### config.mk
export PLATFORM = sky130hd
export DESIGN_NAME = lcd_cmd_arbiter_flat
export DESIGN_NICKNAME = d
export VERILOG_FILES = /design/src/rtl/lcd_cmd_arbiter_if.sv /design/src/rtl/lcd_cmd_arbiter.sv /design/src/flat_wrapper.sv
export SDC_FILE = /design/constraint.sdc
export NUM_CORES = 1
export LEC_CHECK = 0
export CORE_ASPECT_RATIO = 0.75
export CORE_UTILIZATION = 48
export CTS_BUF_LIST = sky130_fd_sc_hd__clkbuf_2
export DETAILED_ROUTE_END_ITERATION = 8
export GPL_ROUTABILITY_DRIVEN = 1
export HOLD_SLACK_MARGIN = 0.03
export PLACE_DENSITY = 0.89
export SLEW_MARGIN = 10
export SYNTH_ARGS = -nofsm -noshare
export SYNTH_HDL_FRONTEND = slang
export SYNTH_SLANG_ARGS = --single-unit
export TNS_END_PERCENT = 100
### constraint.sdc
create_clock -name clk -period 1.58 [get_ports clk]
set_input_delay 0.316 -clock clk [delete_from_list [all_inputs] [get_ports clk]]
set_output_delay 0.316 -clock clk [all_outputs]
set_load 0.01 [all_outputs]
### src/rtl/lcd_cmd_arbiter_if.sv
// Requester/driver-side signal bundle for lcd_cmd_arbiter.
// The slave modport is the arbiter's view; the master modport is the environment's view.
interface lcd_cmd_arbiter_if;
  logic       req0;
  logic       req1;
  logic [9:0] cmd0;
  logic [9:0] cmd1;
  logic       ack0;
  logic       ack1;
  logic       lcd_enable;
  logic [9:0] lcd_bus;
  logic       busy;
  logic       err;

  modport master (
    output req0, req1, cmd0, cmd1, busy,
    input  ack0, ack1, lcd_enable, lcd_bus, err
  );

  modport slave (
    input  req0, req1, cmd0, cmd1, busy,
    output ack0, ack1, lcd_enable, lcd_bus, err
  );
endinterface

### src/rtl/lcd_cmd_arbiter.sv
// Round-robin arbiter feeding two command requesters into one LCD driver,
// with busy handshake, busy-rise timeout (sticky err) and post-command gap.
module lcd_cmd_arbiter #(
  parameter int GAP_CYCLES = 2,
  parameter int TIMEOUT    = 8
) (
  input logic              clk,
  input logic              rst,
  lcd_cmd_arbiter_if.slave io
);

  localparam int TW = (TIMEOUT    > 0) ? $clog2(TIMEOUT + 1)    : 1;
  localparam int GW = (GAP_CYCLES > 0) ? $clog2(GAP_CYCLES + 1) : 1;
  // Last counter value before leaving the state; counters stop there, never wrap.
  localparam logic [TW-1:0] TO_LAST  = TW'((TIMEOUT    > 0) ? TIMEOUT - 1    : 0);
  localparam logic [GW-1:0] GAP_LAST = GW'((GAP_CYCLES > 1) ? GAP_CYCLES - 1 : 0);

  typedef enum logic [2:0] {IDLE, ISSUE, WAIT_HI, WAIT_LO, GAP} state_t;

  state_t          state, state_d;
  logic            en_q, en_d;
  logic [9:0]      bus_q, bus_d;
  logic            ack0_q, ack0_d;
  logic            ack1_q, ack1_d;
  logic            err_q, err_d;
  logic            last_q, last_d;   // 1 = requester 1 granted last
  logic [TW-1:0]   tcnt, tcnt_d;
  logic [GW-1:0]   gcnt, gcnt_d;
  logic            pick1;

  always_ff @(posedge clk) begin
    if (rst) begin
      state  <= IDLE;
      en_q   <= 1'b0;
      bus_q  <= '0;
      ack0_q <= 1'b0;
      ack1_q <= 1'b0;
      err_q  <= 1'b0;
      last_q <= 1'b1;
      tcnt   <= '0;
      gcnt   <= '0;
    end else begin
      state  <= state_d;
      en_q   <= en_d;
      bus_q  <= bus_d;
      ack0_q <= ack0_d;
      ack1_q <= ack1_d;
      err_q  <= err_d;
      last_q <= last_d;
      tcnt   <= tcnt_d;
      gcnt   <= gcnt_d;
    end
  end

  always_comb begin
    state_d = state;
    en_d    = 1'b0;
    bus_d   = bus_q;
    ack0_d  = 1'b0;
    ack1_d  = 1'b0;
    err_d   = err_q;
    last_d  = last_q;
    tcnt_d  = tcnt;
    gcnt_d  = gcnt;
    pick1   = io.req1 && (!io.req0 || !last_q);
    unique case (state)
      IDLE: begin
        // Driver busy (including its power-up init) blocks any new issue.
        if (!io.busy && (io.req0 || io.req1)) begin
          last_d  = pick1;
          bus_d   = pick1 ? io.cmd1 : io.cmd0;
          en_d    = 1'b1;
          state_d = ISSUE;
        end
      end
      ISSUE: begin
        tcnt_d  = '0;
        state_d = WAIT_HI;
      end
      WAIT_HI: begin
        if (io.busy) begin
          state_d = WAIT_LO;
        end else if (tcnt >= TO_LAST) begin
          err_d   = 1'b1;
          ack0_d  = !last_q;
          ack1_d  = last_q;
          gcnt_d  = '0;
          state_d = GAP;
        end else begin
          tcnt_d = tcnt + TW'(1);
        end
      end
      WAIT_LO: begin
        if (!io.busy) begin
          ack0_d  = !last_q;
          ack1_d  = last_q;
          gcnt_d  = '0;
          state_d = GAP;
        end
      end
      GAP: begin
        if (gcnt >= GAP_LAST) state_d = IDLE;
        else                  gcnt_d  = gcnt + GW'(1);
      end
      default: state_d = IDLE;
    endcase
  end

  assign io.lcd_enable = en_q;
  assign io.lcd_bus    = bus_q;
  assign io.ack0       = ack0_q;
  assign io.ack1       = ack1_q;
  assign io.err        = err_q;

endmodule

### src/flat_wrapper.sv
// flat-port wrapper written by rule: the top's interface ports become plain ports
module lcd_cmd_arbiter_flat 
#(
  parameter int GAP_CYCLES = 2,
  parameter int TIMEOUT    = 8
)
  (clk, rst, io_req0, io_req1, io_cmd0, io_cmd1, io_busy, io_ack0, io_ack1, io_lcd_enable, io_lcd_bus, io_err);
  lcd_cmd_arbiter_if io_i ();
  input logic clk;
  input logic rst;
  input wire logic [$bits(io_i.req0)-1:0] io_req0;
  input wire logic [$bits(io_i.req1)-1:0] io_req1;
  input wire logic [$bits(io_i.cmd0)-1:0] io_cmd0;
  input wire logic [$bits(io_i.cmd1)-1:0] io_cmd1;
  input wire logic [$bits(io_i.busy)-1:0] io_busy;
  output wire logic [$bits(io_i.ack0)-1:0] io_ack0;
  output wire logic [$bits(io_i.ack1)-1:0] io_ack1;
  output wire logic [$bits(io_i.lcd_enable)-1:0] io_lcd_enable;
  output wire logic [$bits(io_i.lcd_bus)-1:0] io_lcd_bus;
  output wire logic [$bits(io_i.err)-1:0] io_err;
  assign io_i.req0 = io_req0;
  assign io_i.req1 = io_req1;
  assign io_i.cmd0 = io_cmd0;
  assign io_i.cmd1 = io_cmd1;
  assign io_i.busy = io_busy;
  assign io_ack0 = io_i.ack0;
  assign io_ack1 = io_i.ack1;
  assign io_lcd_enable = io_i.lcd_enable;
  assign io_lcd_bus = io_i.lcd_bus;
  assign io_err = io_i.err;
  lcd_cmd_arbiter #(.GAP_CYCLES(GAP_CYCLES), .TIMEOUT(TIMEOUT)) u_core (.clk(clk), .rst(rst), .io(io_i));
endmodule
==> out/qor.yml, run 1 <==
dieArea_sq_mm: 0.002939
synth-edff-count: 0
ys_seq_area_share_pct: 36.75
place_inst: 211
synth-compound-area-share_pct: 29.57
finalSetupViolCount: 0
cp-end-kind: "flip-flop"
start_util_pct: 53.59
rrSetupSlack_ns: 0.1
path_clk_slew_ns: 0.21
grt_max_degree: 19
syn_nets: 160
port_buffers: 38
synth_fa_ha_area_share_pct: 1.914
synth_area_leaders: "dfxtp_1 37%, o221ai_2 9.2%, a211oi_2 8.6%, nand2b_1 4.8%, nor2_1 3.7%"
antenna_left: 0
syn_area_per_cell_sq_um: 9.831
grt_use_total_pct: 23.62
synth_cell_type_count: 36
rows: 15
worst_pin_slew_ns: 0.3781
htreeDepth: 1
numCtsBuffers: 3
firstDrtPassIters: 5
wl_per_cell_microns: 16.10
clk_path_buf_depth: 2
final_max_slew_viol_count: 0
timing.fmax_ghz: 0.6747
cp_max_fo: 10
hp-class: "flip-flop to flip-flop"
die_h_microns: 47.20
outcome: "finished, final reports clean"
synth_top_area_share_pct: 36.75
ir_worst_vdd_uv: 621.1
cp.arrival_ns: 1.72
p_total_w: 0.001278
synth_top_family_by_area: "compound AO/OA/AOI/OAI gates"
yosys.area.top_type: "dfxtp_1"
gp_congestion: 0.7669
fin_crit_ns: 1.482
overflow: 0
finalHoldViolCount: 0
place_hpwl_mm: 2.691
synthSimpleGateAreaFrac_pct: 25.55
maxSlewHeadroom_pct: 74.69
grt_first_pass_wirelength_mm: 5.230
die_width_microns: 62.27
cts_tree: "yes"
syn_to_final_growth_pct: 44.98
async_reset_ff_share_pct: 0
start_kind: "flip-flop"
critical_path_class: "flip-flop to flip-flop"
muxShareOfSynthArea_pct: 0
antenna_found_initial: 0
clock-sinks: 24
synth_cells: 133
synth_ff_type: "dfxtp_1"
clock_skew_ns: 0.008845
drc: 0
ys_warn_count: 0
slowest_stage: "or4_1"
routed_wl_mm: 3.542
coreArea_sq_mm: 0.002440
num_vias: 1269
yosys.area_share.xor_xnor_pct: 0
final_util_pct: 77.69
ctsHoldBuffers: 0
whs_ns: 0.4880
clock_latency_ns: 0.34
cts-root-buf: "clkbuf_2"
first_iter_violations: 64
finalSetupTns_ns: 0
path_cells: "or4_1 -> buf_4 -> nand2_1 -> a211oi_2"
rsz0062_at_grt: "no"
via_per_inst: 5.768
p_leak_nw: 0.9004
grt_pass1_vias: 1198
layout-drive-gt1-share_pct: 32.26
power_per_cell_area_mw_per_mm2: 674.1
synth.ff_latch_count: 24
slowest_delay_ns: 0.54
final.period_utilization_pct: 93.81
io_pins: 39
final_cells: 220
fin_nets: 215
required_ns: 1.82
insertedDiodeCount: 0
maxCapViolations: 0
netlist_area_sq_mm: 0.001308
## cells in the final DEF (no fill, tap or decap), types with 2 or more instances in the layout
| cell type | n |
|---|---|
| nand2_1 | 11 |
| ha_1 | 2 |
| inv_1 | 6 |
| nor2b_1 | 2 |
| o221ai_2 | 8 |
| nor3b_1 | 2 |
| clkdlybuf4s50_1 | 24 |
| nor2_1 | 13 |
| dfxtp_1 | 12 |
| buf_4 | 20 |
| a41o_1 | 2 |
| a211oi_2 | 9 |
| nor3_1 | 4 |
| dfxtp_2 | 12 |
| dlygate4sd2_1 | 3 |
| a21oi_1 | 5 |
| nand2_2 | 3 |
| a2111oi_1 | 2 |
| clkbuf_2 | 3 |
| o221ai_1 | 2 |
| a211oi_1 | 2 |
| nand2b_1 | 10 |
| a211o_1 | 2 |
| dlymetal6s2s_1 | 11 |
## layer usage
layer	global-route usage, %	share of wire (%)	up-vias
met5	0	0	-
met4	11.16	2.6	0
met3	5.583	5.4	10
met2	45.27	52	49
met1	26.20	40	608
li1	-	-	602
## cell usage after synthesis, types with 2 or more instances
| cell type | instances |
|---|---|
| buf_6 | 3 |
| nor3_1 | 4 |
| inv_1 | 6 |
| a21oi_1 | 5 |
| a211oi_2 | 9 |
| nand2b_1 | 10 |
| o221ai_1 | 2 |
| nand2_1 | 11 |
| nor2b_1 | 2 |
| dfxtp_1 | 24 |
| clkbuf_1 | 4 |
| a2111oi_1 | 2 |
| ha_1 | 2 |
| nor3b_1 | 2 |
| a211o_1 | 2 |
| a211oi_1 | 2 |
| nand2_2 | 3 |
| nor2_1 | 13 |
| buf_2 | 2 |
| a41o_1 | 2 |
| o221ai_2 | 8 |
## repair_timing
item | in CTS | in global routing
hold endpoints to repair | 0 | 0
setup buffers | 3 | 3
gates resized for setup | 13 | 13
setup endpoints to repair | 10 | 11
## where the power goes
group,switching (W),internal (W),leakage (nW)
sequential,0.0000299,0.000642,0.200
combinational,0.000172,0.000204,0.687
clock,0.000178,0.0000517,0.0125
## worst max-delay path, delay by kind of cell, from the launching register on
| kind | cells | cell delay, ns |
|---|---|---|
| AOI/OAI and AO/OA | 1 | 0.08 |
| buffers and inverters | 1 | 0.20 |
| DFF | 1 | 0.45 |
| and+or+nand+nor | 2 | 0.65 |
## flip-flops by register name, indices dropped and copies added (netlist names)
register,count
u_core.io.ack1,1
u_core.io.ack0,1
u_core.io.err,1
u_core.last_q,1
u_core.gcnt,2
u_core.state,3
u_core.tcnt,4
u_core.io.lcd_enable,1
u_core.io.lcd_bus,10
## through the flow
stage | instance area [sq um] | setup WS [ns]
6_report | 1896 | 0.09786
3_3_place_gp | 1797 | -0.1218
2_1_floorplan | 1308 | 0.2333
4_1_cts | 1843 | 0.001708
3_5_place_dp | 1797 | -0.1991
5_1_grt | 1896 | 0.06327
## final cells by class
| type | instances | area (sq um) |
|---|---|---|
| flip-flops and latches | 24 | 495.5 |
| repair buffers | 59 | 574.3 |
| well taps | 34 | 42.54 |
| fillers | 177 | 544.3 |
| multi-input cells | 94 | 745.7 |
| inverters | 6 | 22.52 |
| clock buffers | 3 | 15.01 |
## path summary, 6_finish.rpt
check | startpoint | end | cells after the start
max | u_core.state[0]$_SDFFE_PP0P_ | u_core.io.lcd_bus[1]$_SDFFE_PP0P_ | 4
min | u_core.io.err$_SDFFE_PP0P_ | u_core.io.err$_SDFFE_PP0P_ | 1
max reg2reg | u_core.state[0]$_SDFFE_PP0P_ | u_core.io.lcd_bus[1]$_SDFFE_PP0P_ | 4
min reg2reg | u_core.io.err$_SDFFE_PP0P_ | u_core.io.err$_SDFFE_PP0P_ | 1
## cells by family after synthesis
| kind of cell | after synthesis |
|---|---|
| AOI/OAI and AO/OA | 37 |
| adders and majority gates | 2 |
| buffers and inverters | 15 |
| DFF | 24 |
| and+or+nand+nor | 55 |
Power figures use the tool's default switching activity.
==> run 2: changes to the inputs <==
--- a/config.mk
+++ b/config.mk
@@ -10,7 +10,7 @@
 export CTS_BUF_LIST = sky130_fd_sc_hd__clkbuf_2
 export DETAILED_ROUTE_END_ITERATION = 8
 export GPL_ROUTABILITY_DRIVEN = 1
-export HOLD_SLACK_MARGIN = 0.03
+export HOLD_SLACK_MARGIN = 0.08
 export PLACE_DENSITY = 0.89
 export SLEW_MARGIN = 10
 export SYNTH_ARGS = -nofsm -noshare
==> results of run 2 <==
Final layout, timing and power as in run 1 (identical DEF).
